===== config.mk =====
export PLATFORM = sky130hd
export DESIGN_NAME = serial_add_ctrl
export DESIGN_NICKNAME = d
export VERILOG_FILES = /design/src/rtl/serial_add_ctrl.sv
export SDC_FILE = /design/constraint.sdc
export NUM_CORES = 1
export LEC_CHECK = 0
export CORE_MARGIN = 5
export CORE_UTILIZATION = 49
export CTS_BUF_LIST = sky130_fd_sc_hd__clkbuf_8
export DETAILED_ROUTE_END_ITERATION = 8
export PLACE_DENSITY_LB_ADDON = 0.3
export SLEW_MARGIN = 30
export SYNTH_ARGS = -nofsm -noshare
export SYNTH_HDL_FRONTEND = slang
export SYNTH_SLANG_ARGS = --single-unit

===== constraint.sdc =====
create_clock -name clk -period 1.6 [get_ports clk]
set_input_delay 0.48 -clock clk [delete_from_list [all_inputs] [get_ports clk]]
set_output_delay 0.48 -clock clk [all_outputs]
set_load 0.1 [all_outputs]

===== src/rtl/serial_add_ctrl.sv =====
// Bit-serial add/subtract sequencer. One full-adder cell is reused across
// WIDTH cycles, LSB first, with a carry flip-flop linking successive bits.
// The result, carry-out and signed overflow are registered and held until the
// next completion.
module serial_add_ctrl #(
  parameter int unsigned WIDTH = 8
) (
  input  logic             clk,
  input  logic             rst_n,
  input  logic             start,
  input  logic             sub,
  input  logic [WIDTH-1:0] a,
  input  logic [WIDTH-1:0] b,
  output logic             busy,
  output logic             done,
  output logic [WIDTH-1:0] sum,
  output logic             c_out,
  output logic             ovf
);

  // Bit counter only has to reach WIDTH-1.
  localparam int unsigned CntW = (WIDTH > 1) ? $clog2(WIDTH) : 1;
  localparam logic [CntW-1:0] LastCnt = CntW'(WIDTH - 1);

  typedef enum logic [1:0] {
    StIdle = 2'd0,
    StRun  = 2'd1,
    StDone = 2'd2
  } state_e;

  state_e           state;
  logic [WIDTH-1:0] op_a;
  logic [WIDTH-1:0] op_b;
  logic [WIDTH-1:0] res_sr;
  logic             carry;
  logic [CntW-1:0]  cnt;

  logic             cell_sum;
  logic             cell_carry;
  logic [WIDTH-1:0] res_next;

  // The shared full-adder cell and the result register after this cycle's shift.
  always_comb begin
    cell_sum   = op_a[0] ^ op_b[0] ^ carry;
    cell_carry = (op_a[0] & op_b[0]) | (op_a[0] & carry) | (op_b[0] & carry);
    res_next   = {cell_sum, res_sr[WIDTH-1:1]};
  end

  // Sequencer FSM with all outputs registered.
  always_ff @(posedge clk or negedge rst_n) begin
    if (!rst_n) begin
      state  <= StIdle;
      op_a   <= '0;
      op_b   <= '0;
      res_sr <= '0;
      carry  <= 1'b0;
      cnt    <= '0;
      busy   <= 1'b0;
      done   <= 1'b0;
      sum    <= '0;
      c_out  <= 1'b0;
      ovf    <= 1'b0;
    end else begin
      unique case (state)
        StIdle: begin
          done <= 1'b0;
          if (start) begin
            // Subtraction is a + ~b + 1: invert b and seed the carry with 1.
            op_a   <= a;
            op_b   <= sub ? ~b : b;
            carry  <= sub;
            cnt    <= '0;
            res_sr <= '0;
            busy   <= 1'b1;
            state  <= StRun;
          end
        end
        StRun: begin
          res_sr <= res_next;
          op_a   <= op_a >> 1;
          op_b   <= op_b >> 1;
          carry  <= cell_carry;
          cnt    <= cnt + CntW'(1);
          if (cnt == LastCnt) begin
            sum   <= res_next;
            c_out <= cell_carry;
            // carry still holds the carry into the MSB at this point.
            ovf   <= carry ^ cell_carry;
            busy  <= 1'b0;
            done  <= 1'b1;
            state <= StDone;
          end
        end
        StDone: begin
          done  <= 1'b0;
          state <= StIdle;
        end
        default: begin
          busy  <= 1'b0;
          done  <= 1'b0;
          state <= StIdle;
        end
      endcase
    end
  end

endmodule


Yosys cells after proc, flatten, opt, wreduce, memory -nomap -nowiden
Index checks and enable logic that the tools add are counted.
Widths: inputs -> output; s select.

storage, ports and cells
  flip-flop bits (word level) = 42
  input port bits = 20

cells by class
  $add $sub $neg = 1
  equality and inequality tests = 5
  muxes and demuxes = 19
  bitwise operators = 10
  reductions and logical operators = 6

operators by type and width
  cell                 number
  $pmux 8 s2           3
  $mux 8               4
  $not 8->8            1
  $pmux 3 s2           1
  $reduce_and 2->1     3
  $mux 1               5
  $mux 2               2
  $ne 2x2->1 const B   2
  $pmux 2 s2           1
  $add 3x1->3 const B  1
  $and 1x1->1          3
  $eq 3x3->1 const B   1
  $mux 3               1
  $pmux 1 s3           1
  $reduce_and 3->1     1
  $xor 1x1->1          3
  $eq 2x1->1 const B   1
  $eq 2x2->1 const B   1
  $logic_not 2->1      1
  $or 1x1->1           2
  $pmux 1 s2           1
  $reduce_bool 2->1    1
  $not 1->1            1

Logic depth before layout (Yosys ltp)
  depth in word-level cells = 4
  mapped depth = 6
  gate-level depth less buffers = 5

Worst setup path after synthesis
No wires, ideal clock.

  kind = register -> register
  from = register cnt[0]
  to = register c_out
  data arrival time = 1.435 ns
  data required time = 1.474 ns
  setup slack = 0.039 ns
  cell stages (with the launch flop) = 6
  path buffers = 1
  period minus slack after synthesis = 1.561 ns
  path through = dfrtp_1 -> ha_1 -> ha_1 -> nand3b_1 -> buf_2 -> mux2_2

on the way
  word-level cells in the longest chain between the ends = 2

RTL lines
  what                        line  text
  from (decl)                 36    logic [CntW-1:0] cnt;
  from (signal assigned)      83    cnt <= cnt + CntW'(1);
  $eq 3x3->1                  84    if (cnt == LastCnt) begin
  $reduce_and 2->1 (no line)  -
  to (signal assigned)        86    c_out <= cell_carry;
  to (decl)                   17    output logic c_out,

No other way between the ends.
A chain may end at the register's enable or synchronous reset.

Worst setup path after layout
  from = input port start
  to = register op_b[5]

on the way
  word-level cells in the longest chain between the ends = 2

RTL lines
  what                        line  text
  from (decl)                 10    input logic start,
  $ne 2x2->1 (no line)        -
  $reduce_and 2->1 (no line)  -
  to (signal assigned)        70    op_b <= sub ? ~b : b;
  to (signal assigned)        81    op_b <= op_b >> 1;
  to (decl)                   33    logic [WIDTH-1:0] op_b;

No other way between the ends.

==> impl_metrics.env <==
export IMPL_htreeDepth=2
export IMPL_crit_fanout=7
export IMPL_post_place_ws_ns=-0.347
export IMPL_final_cell_area_mm2=0.00254
export IMPL_p_total_mw=5.32
export IMPL_placed_area_mm2=0.00240
export IMPL_r2r_end="sum[6]"
export IMPL_firstDrtPassIters=4
export IMPL_routabilityCongestion=0.786
export IMPL_routed_wl_um=3940
export IMPL_outcome="finished, final reports clean"
export IMPL_ant_nets=0
export IMPL_required_ns=1.83
export IMPL_grt_pass1_vias=1542
export IMPL_power_switching_mw=2.24
export IMPL_reg2reg_slack_ns=0.08
export IMPL_yosysSeqAreaShare_pct=55.4
export IMPL_clock_skew_final_ns=0.00564
export IMPL_synthDistinctLibCells=25
export IMPL_syn_nets=182
export IMPL_p_int_mw=3.09
export IMPL_ir_drop_mv=0.696
export IMPL_rows=22
export IMPL_slew_violations=0
export IMPL_period_share_pct=95.3
export IMPL_hold_viol=0
export IMPL_grt_use_met2_pct=29.8
export IMPL_syn_to_final_growth_pct=37.1
export IMPL_numPortBuffers=31
export IMPL_ys_seq_elements=41
export IMPL_io_pin_count=32
export IMPL_post_cts_buffers=0
export IMPL_cts_num_sinks=41
export IMPL_period_needed_ns=1.52
export IMPL_grt_busiest_layer="met2"
export IMPL_switching_share_pct=42.0
export IMPL_fin_ws_ns=0.0754
export IMPL_finalSetupViolations=0
export IMPL_overflow=0
export IMPL_die_height_um=71.5
export IMPL_synth_top_cell_by_area="dfrtp_1"
export IMPL_via_count=1426
export IMPL_globalRouteMet1Util_pct=19.0
export IMPL_routed_via_density=5.77
export IMPL_worstSkewPairLatency_ns=0.29
export IMPL_cp_end_kind="register"
export IMPL_root_buffer="clkbuf_8"
export IMPL_met3_usage_pct=5.33
export IMPL_drtIter0Drc=118
export IMPL_yosys_warnings=0
export IMPL_power_density_mw_per_mm2=2100
export IMPL_power_frac_comb_pct=49.7
export IMPL_p_leak_nw=1.12
export IMPL_rsz0062_at_grt="no"
export IMPL_worstPathArrival_ns=1.76
export IMPL_grt_first_pass_wirelength_um=6850
export IMPL_grt_max_degree=42
export IMPL_cts_buffers=5
export IMPL_drv_cap=0
export IMPL_drive_gt1_share_pct=24.1
export IMPL_die_area_mm2=0.00511
export IMPL_wl_per_cell_um=16.0
export IMPL_synth_area_mm2=0.00185
export IMPL_die_x_um=71.5
export IMPL_critPathKind="input pin to register"
export IMPL_clockBufferDepth=2
export IMPL_pwr_share_seq_pct=34.2
export IMPL_cp_start_kind="input pin"
export IMPL_nets=221
export IMPL_synth_top_area_share_pct=55.4
export IMPL_antenna_found_initial=0
export IMPL_diodes=0
export IMPL_start_util_pct=50.6
export IMPL_drc=0
export IMPL_cts_tree="done"
export IMPL_cts_clk_slew_worst_paths_ns=0.08
export IMPL_hp_class="input pin to async pin"
export IMPL_clkPwrFrac_pct=16.1
export IMPL_track_usage_pct=16.9
export IMPL_netlist_instances=159
export IMPL_tightest_slew_ns=0.510
export IMPL_r2r_start="cnt[0]"
export IMPL_reg2reg_depth=5
export IMPL_fmax_mhz=656
export IMPL_synth_area_leaders="dfrtp_1 (55%), mux2_2 (6.1%), a22oi_1 (4.5%), a22o_1 (4.3%), xnor2_1 (3.8%)"
export IMPL_dp_hpwl_um=2910
export IMPL_core_area_mm2=0.00366
export IMPL_relSlewSlack_pct=66.0
export IMPL_avgSynthCellArea_um2=11.6
## layer usage
metal	up-vias	part of all wire (%)
met3	7	6.0
met4	0	1.5
met2	45	53
li1	652	-
met1	722	39
met5	-	0
## logic make-up after synthesis
logic type,count (synthesis),synth area share [%]
compound gates,54,20.1
flops,41,55.4
simple gates,25,7.16
buf+inv,17,4.53
mux,10,6.08
xor+xnor,9,4.26
fa+ha+maj,3,2.43
## worst max-delay path, stage by stage
cell	delay (ns)
clkdlybuf4s50_1	0.52
or3b_4	0.44
o32ai_1	0.15
a221o_1	0.16
## cells in the final DEF (no fill, tap or decap), drive strengths merged, types with 6 or more instances in the layout
master,n
xnor2,8
o21ai,13
dfrtp,41
a21oi,10
clkdlybuf4s50,18
a22o,9
mux2,10
nor2b,11
nand2,7
buf,27
a22oi,11
clkbuf,6
## area by class of cell
cell class | count | area, um2
clock buffer | 6 | 82.6
clock inverter | 2 | 37.5
timing repair buffer | 45 | 563
fill | 274 | 1120
sequential | 41 | 1030
multi-input combinational | 101 | 754
tap | 48 | 60.1
inverter | 4 | 15.0
## metrics by stage
| stage | utilization [%] | TNS, ns | cells | hold WS, ns |
|---|---|---|---|---|
| 2_1_floorplan | - | 0 | 159 | 0.184 |
| 3_5_place_dp | 65.5 | -7.12 | 239 | 0.503 |
| 5_1_grt | 69.3 | 0 | 247 | 0.276 |
| 6_report | 69.3 | 0 | 247 | 0.235 |
| 4_1_cts | 68.9 | 0 | 247 | 0.259 |
| 3_3_place_gp | 65.5 | -5.33 | 239 | 0.483 |
## sequential cells by signal, summed over array words and instances, names as in the netlist
| register | count |
|---|---|
| busy | 1 |
| cnt | 3 |
| done | 1 |
| op_a | 8 |
| sum | 8 |
| res_sr | 7 |
| c_out | 1 |
| carry | 1 |
| ovf | 1 |
| state | 2 |
| op_b | 8 |
## synthesized netlist by cell type
cell / count
nor2_1: 4
inv_1: 4
buf_6: 1
buf_2: 10
o21ai_1: 1
xnor2_1: 8
or3b_1: 1
nand2_1: 7
a221o_1: 4
clkbuf_1: 2
a22oi_1: 11
fa_1: 1
dfrtp_1: 41
o21ai_0: 12
xor2_1: 1
a22o_1: 9
mux2_2: 10
a21oi_1: 10
o211ai_1: 3
nand3b_1: 1
or2_2: 1
ha_1: 2
o21a_1: 1
nor2b_1: 11
o32ai_1: 3
## worst max path at each step
| stage | depth (start not counted) | start | end | slack (ns) |
|---|---|---|---|---|
| 2_1_floorplan | 5 | cnt[0] | c_out | 0.04 |
| 3_3_place_gp | 4 | start | op_b[4] | -0.22 |
| 3_5_place_dp | 6 | start | op_a[1] | -0.35 |
| 4_1_cts | 6 | start | op_a[1] | 0.004 |
| 5_1_grt | 6 | start | op_a[4] | 0.02 |
| 6_report | 4 | start | op_b[5] | 0.08 |
## power by group through the flow
stage                     sequential, mW  combinational (mW)  clock [mW]
after floorplan                     2.55               0.889           0
after global placement              1.81                2.55           0
after detailed placement            1.83                2.64           0
after CTS                           1.82                2.65       0.869
after global routing                1.87                2.80       0.921
final                               1.82                2.65       0.858
## repair_timing
action,in CTS,in global routing
pin swaps,0,0
hold buffers,0,0
resized for setup,1,6
endpoints found under the setup margin,6,11
Note: power is estimated with default switching activity, not from simulation.
